**src/rtl/fetch_prefetch_if.sv**
```systemverilog
// Fetch-unit bus bundle: instruction-memory request/response, EX redirect and decode handoff.
// master = fetch unit side, slave = memory/EX/decode side.
interface fetch_prefetch_if #(
  parameter int XLEN = 32
);
  logic            imem_req_valid;
  logic            imem_req_ready;
  logic [XLEN-1:0] imem_addr;
  logic            imem_rsp_valid;
  logic [31:0]     imem_rsp_data;
  logic            redirect_valid;
  logic [XLEN-1:0] redirect_pc;
  logic            if_valid;
  logic            if_ready;
  logic [31:0]     if_instr;
  logic [XLEN-1:0] if_pc;
  logic [XLEN-1:0] if_pc_plus4;

  modport master (
    output imem_req_valid, imem_addr, if_valid, if_instr, if_pc, if_pc_plus4,
    input  imem_req_ready, imem_rsp_valid, imem_rsp_data, redirect_valid, redirect_pc, if_ready
  );

  modport slave (
    input  imem_req_valid, imem_addr, if_valid, if_instr, if_pc, if_pc_plus4,
    output imem_req_ready, imem_rsp_valid, imem_rsp_data, redirect_valid, redirect_pc, if_ready
  );
endinterface

```
**src/rtl/fetch_prefetch_unit.sv**
```systemverilog
// RV32I fetch front end: PC owner, credit-limited imem requests, DEPTH-entry prefetch queue.
// Define FETCH_BYPASS_EN to forward a response straight to decode when the queue is empty.
module fetch_prefetch_unit #(
  parameter int              XLEN     = 32,
  parameter logic [XLEN-1:0] RESET_PC = '0,
  parameter int              DEPTH    = 2
) (
  input logic               clk,
  input logic               reset,
  fetch_prefetch_if.master  bus
);
  localparam int              AW      = $clog2(DEPTH);
  localparam int              CW      = $clog2(DEPTH + 1);
  localparam logic [CW:0]     DEPTH_W = (CW+1)'(DEPTH);
  localparam logic [CW-1:0]   FULL    = CW'(DEPTH);

  typedef struct packed {
    logic [31:0]     instr;
    logic [XLEN-1:0] pc;
  } entry_t;

  entry_t [DEPTH-1:0] q_mem;
  entry_t             head;
  logic [XLEN-1:0]    pc_q, resp_pc_q, tgt;
  logic [AW-1:0]      rd_ptr, wr_ptr;
  logic [CW-1:0]      count, inflight, inflight_nxt, drop_cnt;
  logic               req_fire, rsp_live, rsp_drop, q_empty, push, pop, if_v;

  // Credits cover both buffered words and outstanding requests, so the queue cannot overflow.
  assign bus.imem_req_valid = !reset && (({1'b0, count} + {1'b0, inflight}) < DEPTH_W);
  assign bus.imem_addr      = pc_q;
  assign req_fire           = bus.imem_req_valid && bus.imem_req_ready;
  assign rsp_drop           = bus.imem_rsp_valid && (drop_cnt != '0);
  assign rsp_live           = bus.imem_rsp_valid && (drop_cnt == '0) && !bus.redirect_valid;
  assign q_empty            = (count == '0);
  assign inflight_nxt       = inflight + CW'(req_fire) - CW'(bus.imem_rsp_valid);
  assign tgt                = bus.redirect_pc & ~XLEN'(3);

  always_comb begin
    head = q_mem[rd_ptr];
    if_v = !q_empty;
    pop  = !q_empty && bus.if_ready;
    push = rsp_live;
`ifdef FETCH_BYPASS_EN
    // Empty queue: hand the live response to decode this cycle; enqueue only if decode stalls.
    if (q_empty && rsp_live) begin
      head = '{instr: bus.imem_rsp_data, pc: resp_pc_q};
      if_v = 1'b1;
      push = !bus.if_ready;
    end
`endif
  end

  assign bus.if_valid    = if_v;
  assign bus.if_instr    = if_v ? head.instr : '0;
  assign bus.if_pc       = if_v ? head.pc : '0;
  assign bus.if_pc_plus4 = if_v ? head.pc + XLEN'(4) : '0;

  always_ff @(posedge clk) begin
    if (reset) begin
      pc_q      <= RESET_PC;
      resp_pc_q <= RESET_PC;
      rd_ptr    <= '0;
      wr_ptr    <= '0;
      count     <= '0;
      inflight  <= '0;
      drop_cnt  <= '0;
    end else begin
      inflight <= inflight_nxt;
      if (bus.redirect_valid) begin
        // Everything still outstanding, including a request accepted now, belongs to the old path.
        pc_q      <= tgt;
        resp_pc_q <= tgt;
        drop_cnt  <= inflight_nxt;
        rd_ptr    <= '0;
        wr_ptr    <= '0;
        count     <= '0;
      end else begin
        if (req_fire) pc_q <= pc_q + XLEN'(4);
        if (rsp_drop) drop_cnt <= drop_cnt - CW'(1);
        if (rsp_live) resp_pc_q <= resp_pc_q + XLEN'(4);
        if (push) wr_ptr <= wr_ptr + AW'(1);
        if (pop) rd_ptr <= rd_ptr + AW'(1);
        count <= count + CW'(push) - CW'(pop);
      end
    end
  end

  always_ff @(posedge clk) begin
    if (!reset && !bus.redirect_valid && push)
      q_mem[wr_ptr] <= '{instr: bus.imem_rsp_data, pc: resp_pc_q};
  end

  a_no_overflow: assert property (@(posedge clk) disable iff (reset || bus.redirect_valid)
                                  !(push && (count == FULL) && !pop));
endmodule

```
**src/flat_wrapper.sv**
```systemverilog
// flat-port wrapper written by rule: the top's interface ports become plain ports
module fetch_prefetch_unit_flat 
#(
  parameter int              XLEN     = 32,
  parameter logic [XLEN-1:0] RESET_PC = '0,
  parameter int              DEPTH    = 2
)
  (clk, reset, bus_imem_req_valid, bus_imem_addr, bus_if_valid, bus_if_instr, bus_if_pc, bus_if_pc_plus4, bus_imem_req_ready, bus_imem_rsp_valid, bus_imem_rsp_data, bus_redirect_valid, bus_redirect_pc, bus_if_ready);
  fetch_prefetch_if #(.XLEN(XLEN)) bus_i ();
  input logic clk;
  input logic reset;
  output wire logic [$bits(bus_i.imem_req_valid)-1:0] bus_imem_req_valid;
  output wire logic [$bits(bus_i.imem_addr)-1:0] bus_imem_addr;
  output wire logic [$bits(bus_i.if_valid)-1:0] bus_if_valid;
  output wire logic [$bits(bus_i.if_instr)-1:0] bus_if_instr;
  output wire logic [$bits(bus_i.if_pc)-1:0] bus_if_pc;
  output wire logic [$bits(bus_i.if_pc_plus4)-1:0] bus_if_pc_plus4;
  input wire logic [$bits(bus_i.imem_req_ready)-1:0] bus_imem_req_ready;
  input wire logic [$bits(bus_i.imem_rsp_valid)-1:0] bus_imem_rsp_valid;
  input wire logic [$bits(bus_i.imem_rsp_data)-1:0] bus_imem_rsp_data;
  input wire logic [$bits(bus_i.redirect_valid)-1:0] bus_redirect_valid;
  input wire logic [$bits(bus_i.redirect_pc)-1:0] bus_redirect_pc;
  input wire logic [$bits(bus_i.if_ready)-1:0] bus_if_ready;
  assign bus_imem_req_valid = bus_i.imem_req_valid;
  assign bus_imem_addr = bus_i.imem_addr;
  assign bus_if_valid = bus_i.if_valid;
  assign bus_if_instr = bus_i.if_instr;
  assign bus_if_pc = bus_i.if_pc;
  assign bus_if_pc_plus4 = bus_i.if_pc_plus4;
  assign bus_i.imem_req_ready = bus_imem_req_ready;
  assign bus_i.imem_rsp_valid = bus_imem_rsp_valid;
  assign bus_i.imem_rsp_data = bus_imem_rsp_data;
  assign bus_i.redirect_valid = bus_redirect_valid;
  assign bus_i.redirect_pc = bus_redirect_pc;
  assign bus_i.if_ready = bus_if_ready;
  fetch_prefetch_unit #(.XLEN(XLEN), .RESET_PC(RESET_PC), .DEPTH(DEPTH)) u_core (.clk(clk), .reset(reset), .bus(bus_i));
endmodule
```
**config.mk**
```make
export PLATFORM = sky130hd
export DESIGN_NAME = fetch_prefetch_unit_flat
export DESIGN_NICKNAME = d
export VERILOG_FILES = /design/src/rtl/fetch_prefetch_if.sv /design/src/rtl/fetch_prefetch_unit.sv /design/src/flat_wrapper.sv
export SDC_FILE = /design/constraint.sdc
export NUM_CORES = 1
export LEC_CHECK = 0
export ABC_AREA = 1
export CAP_MARGIN = 15
export CORE_MARGIN = 4
export CORE_UTILIZATION = 40
export CTS_BUF_LIST = sky130_fd_sc_hd__clkbuf_4
export CTS_CLUSTER_DIAMETER = 40
export DETAILED_ROUTE_END_ITERATION = 6
export PLACE_DENSITY = 0.73
export SLEW_MARGIN = 20
export SYNTH_ARGS = -nofsm -noshare
export SYNTH_HDL_FRONTEND = slang
export SYNTH_SLANG_ARGS = --single-unit
```
**constraint.sdc**
```tcl
create_clock -name clk -period 6.81 [get_ports clk]
set_clock_uncertainty 0.2 [all_clocks]
set_input_delay 1.362 -clock clk [delete_from_list [all_inputs] [get_ports clk]]
set_output_delay 1.362 -clock clk [all_outputs]
set_load 0.01 [all_outputs]
```
==> tab_implementation.tex <==
\begin{tabular}{lr}
\hline
Metric & Value \\
\hline
\multicolumn{2}{l}{\textbf{Power and ir drop}} \\
Combinational group share of total power & 0.171 \\
Switching part of the total power & 0.313 \\
Maximum VDD drop & 0.0000898 V \\
Internal power contribution & around 1.7 mW \\
Net switching power of the design & 0.754 mW \\
P per Cell Area & 186 mW/mm\^{}2 \\
Lkg Pwr & 4.98 nW \\
Flop pwr share & 0.559 \\
Clock group share of total power & 0.270 \\
\multicolumn{2}{l}{\textbf{Finish}} \\
Total number of nets in the final design & 1,659 \\
Area Overhead vs Synth & 23.7\% \\
Share of cells above drive strength 1 & 0.0546 \\
Flip-flop and latch area & 0.00509 mm\^{}2 \\
Number of fill cells in the layout & 2,451 \\
Multi-input logic area & 0.00458 mm\^{}2 \\
\multicolumn{2}{l}{\textbf{Clock network}} \\
Max H-tree Level & 4 \\
Clock tree from TritonCTS & yes \\
Master cell of the clock root buffer & clkbuf\_4 \\
Worst-path clk slew & 0.17 ns \\
Source-to-sink clock delay at the later pin of the worst-skew pair & around 0.6 ns \\
Clock Tree Buf Depth & 2 \\
Hold\_buf cts & 0 \\
Number of clock buffers inserted by TritonCTS & 17 \\
Num Clock Sinks & 192 \\
Post-CTS sizing & 0 \\
Number of buffers inserted by post-CTS setup repair & 0 \\
\multicolumn{2}{l}{\textbf{Floorplanning}} \\
Top Ports & 200 \\
Overall die height & 170 um \\
Starting density of the core & 0.411 \\
Total Die Area & 0.0288 mm\^{}2 \\
Placement Rows & 58 \\
Core region area & 0.0255 mm\^{}2 \\
Horizontal die dimension & between 150 and 200 um \\
\multicolumn{2}{l}{\textbf{Placement}} \\
Final weighted congestion in routability-driven placement & about 0.9 \\
\# port buffers & 191 \\
HPWL reported at the end of detailed placement & between 20,000 and 25,000 um \\
\multicolumn{2}{l}{\textbf{STA}} \\
Count of final max-slew check failures & 0 \\
Final Hold Slack & 0.315 ns \\
Final setup violation count & 0 \\
Hold violation total from the final report & 0 \\
Achievable frequency & 184 MHz \\
Final critical-path share of the clock period & 0.800 \\
Setup TNS & 0 ns \\
RSZ-0062 raised after global routing & no \\
Actual transition at the worst max-transition pin & 0.916 ns \\
Tmin final & 5.45 ns \\
Headroom to the max-slew limit & 0.389 \\
\multicolumn{2}{l}{\textbf{Drt}} \\
Average wire length per cell after detail routing & roughly 15 um \\
Iteration count of the initial detailed-routing pass & 5 \\
DRC violation total after the first TritonRoute iteration & 618 \\
Vias post-DR & 9,702 \\
Total routed wirelength & between 20,000 and 30,000 um \\
Post-detailed-route via-to-cell ratio & 5.04 \\
Antenna violation net count after detailed routing & 0 \\
DRC violations left & 0 \\
\multicolumn{2}{l}{\textbf{Worst setup path}} \\
Element type at the critical path end & output pin \\
Biggest fanout along the worst timing path & 36 \\
Worst setup path class & flop to output pin \\
Required time at the worst-slack endpoint & around 5.3 ns \\
Reg2Reg Depth & 11 \\
Arrival @ worst endpoint & 3.89 ns \\
Sort of element at the start of the critical path & flop \\
\multicolumn{2}{l}{\textbf{Yosys}} \\
Number of warning messages in the yosys log & 0 \\
Synthesized area per cell & 7.43 um\^{}2 \\
Cell count after synthesis & roughly 1,400 \\
Share of the yosys chip area belonging to registers & 0.486 \\
Commonest cells post-synth & 491 x nand2\_1, 185 x nor2\_1, 147 x inv\_1, 124 x edfxtp\_1, 104 x a21oi\_1 \\
Cell type with the highest aggregate area in the netlist & edfxtp\_1 \\
Most instantiated flip-flop cell in the synthesis netlist & edfxtp\_1 \\
Fraction of registers with async set or reset after synthesis & 0 \\
Top cell type's share of synthesized area & 0.356 \\
Biggest area contributors in the synthesized netlist & edfxtp\_1 36\%, nand2\_1 18\%, dfxtp\_1 13\% \\
Number of enable-type register cells in the synthesized netlist & 124 \\
Distinct cell type count after synthesis & 41 \\
Post-synthesis register bit count & $\sim$190 \\
Most numerous cell in the Yosys netlist & nand2\_1 \\
Cell area after synthesis & 0.0105 mm\^{}2 \\
\multicolumn{2}{l}{\textbf{Global routing}} \\
GR Overflow Total & 0 \\
Vias in the first global route & 8,954 \\
First-pass GRT wire length & 46,100 um \\
Total global-route track usage & 0.200 \\
Largest net degree at the start of global routing & 71 \\
Initial antenna violation count & 1 \\
\multicolumn{2}{l}{\textbf{Run}} \\
Max-cap violations & 0 \\
\multicolumn{2}{l}{\textbf{Hold path}} \\
WHS Path Cells & 0 \\
Path type of the worst min-delay path & flop to flop \\
\multicolumn{2}{l}{\textbf{Outcome}} \\
Status & finished clean \\
\hline
\end{tabular}
-- per-layer routing --
metal | GRT usage | part of all wire | vias to the layer above | wire length [um]
met1 | 0.274 | 0.45 | 4474 | 13300
met4 | 0.0476 | 0.014 | 0 | 425
met3 | 0.0338 | 0.067 | 30 | 1960
met5 | 0 | 0 | - | 0
met2 | 0.331 | 0.47 | 336 | 13700
li1 | - | - | 4862 | -
-- flip-flops by register name, summed over array words and instances (netlist names) --
register,flops
u_core.bus.imem_addr,30
u_core.count,2
u_core.drop_cnt,2
u_core.inflight,2
u_core.q_mem,124
u_core.rd_ptr,1
u_core.resp_pc_q,30
u_core.wr_ptr,1
-- power groups by stage --
stage / clock (mW) / combinational, mW / sequential, mW
2_1_floorplan: 0 / 0.226 / 1.36
3_3_place_gp: 0 / 0.402 / 1.37
3_5_place_dp: 0 / 0.411 / 1.37
4_1_cts: 0.664 / 0.413 / 1.35
5_1_grt: 0.711 / 0.456 / 1.35
6_report: 0.651 / 0.411 / 1.35
-- layout by cell type, fill, tap and decap left out, types with 5 or more instances in the layout --
master,instances
a21oi_1,104
a31oi_1,12
buf_4,7
clkbuf_4,17
clkdlybuf4s50_1,190
clkinv_8,7
conb_1,6
dfxtp_1,67
edfxtp_1,124
ha_1,8
inv_1,147
nand2_1,491
nand2_2,14
nand3_1,68
nand4_1,10
nor2_1,184
nor2_2,17
nor2_4,7
nor3_1,5
o21ai_0,56
xor2_1,14
-- critical path, stage by stage, from the launching register on --
cell	delay (ns)
dfxtp_2	0.84
buf_4	0.47
nand2_1	0.14
nand2_2	0.15
ha_1	0.17
nand2_1	0.09
nor2_1	0.30
nand2_2	0.17
nor2_2	0.19
nand2_1	0.07
nand2_1	0.06
nand2_1	0.05
nor2_1	0.08
clkdlybuf4s50_1	0.54
-- cell families after synthesis --
logic type,after synthesis,share of synthesized area
AOI/OAI and AO/OA,184,0.0926
xor gates and xnor gates,18,0.0151
adders and majority gates,9,0.0115
buffers and inverters,198,0.0801
DFF,192,0.486
other,1,0.000359
and+or+nand+nor,805,0.314
-- final timing paths --
check                       startpoint  slack (ns)                  endpoint
setup reg to reg       u_core.count[0]        3.59  u_core.bus.imem_addr[18]
hold / removal    u_core.resp_pc_q[31]        0.31          u_core.q_mem[31]
setup / recovery         u_core.rd_ptr        1.36       bus_if_pc_plus4[28]
hold reg to reg   u_core.resp_pc_q[31]        0.31          u_core.q_mem[31]
-- per-stage QoR --
stage	cells	power [mW]	setup slack [ns]	area, um^2	util
2_1_floorplan	1412	1.59	0.0303	10500	-
3_3_place_gp	1891	1.77	1.96	12600	0.495
3_5_place_dp	1891	1.78	1.94	12600	0.495
4_1_cts	1923	2.42	1.27	12900	0.508
5_1_grt	1924	2.52	1.02	12900	0.508
6_report	1924	2.41	1.36	12900	0.508
-- area by class of cell --
type / count / area share
inverter: 149 / 0.0436
tap: 330 / 0.0319
clock buffer: 17 / 0.00986
sequential: 192 / 0.393
multi-input combinational: 1022 / 0.354
timing repair buffer: 198 / 0.151
antenna: 1 / 0.000193
clock inverter: 15 / 0.0160
Power figures use the tool's default switching activity.
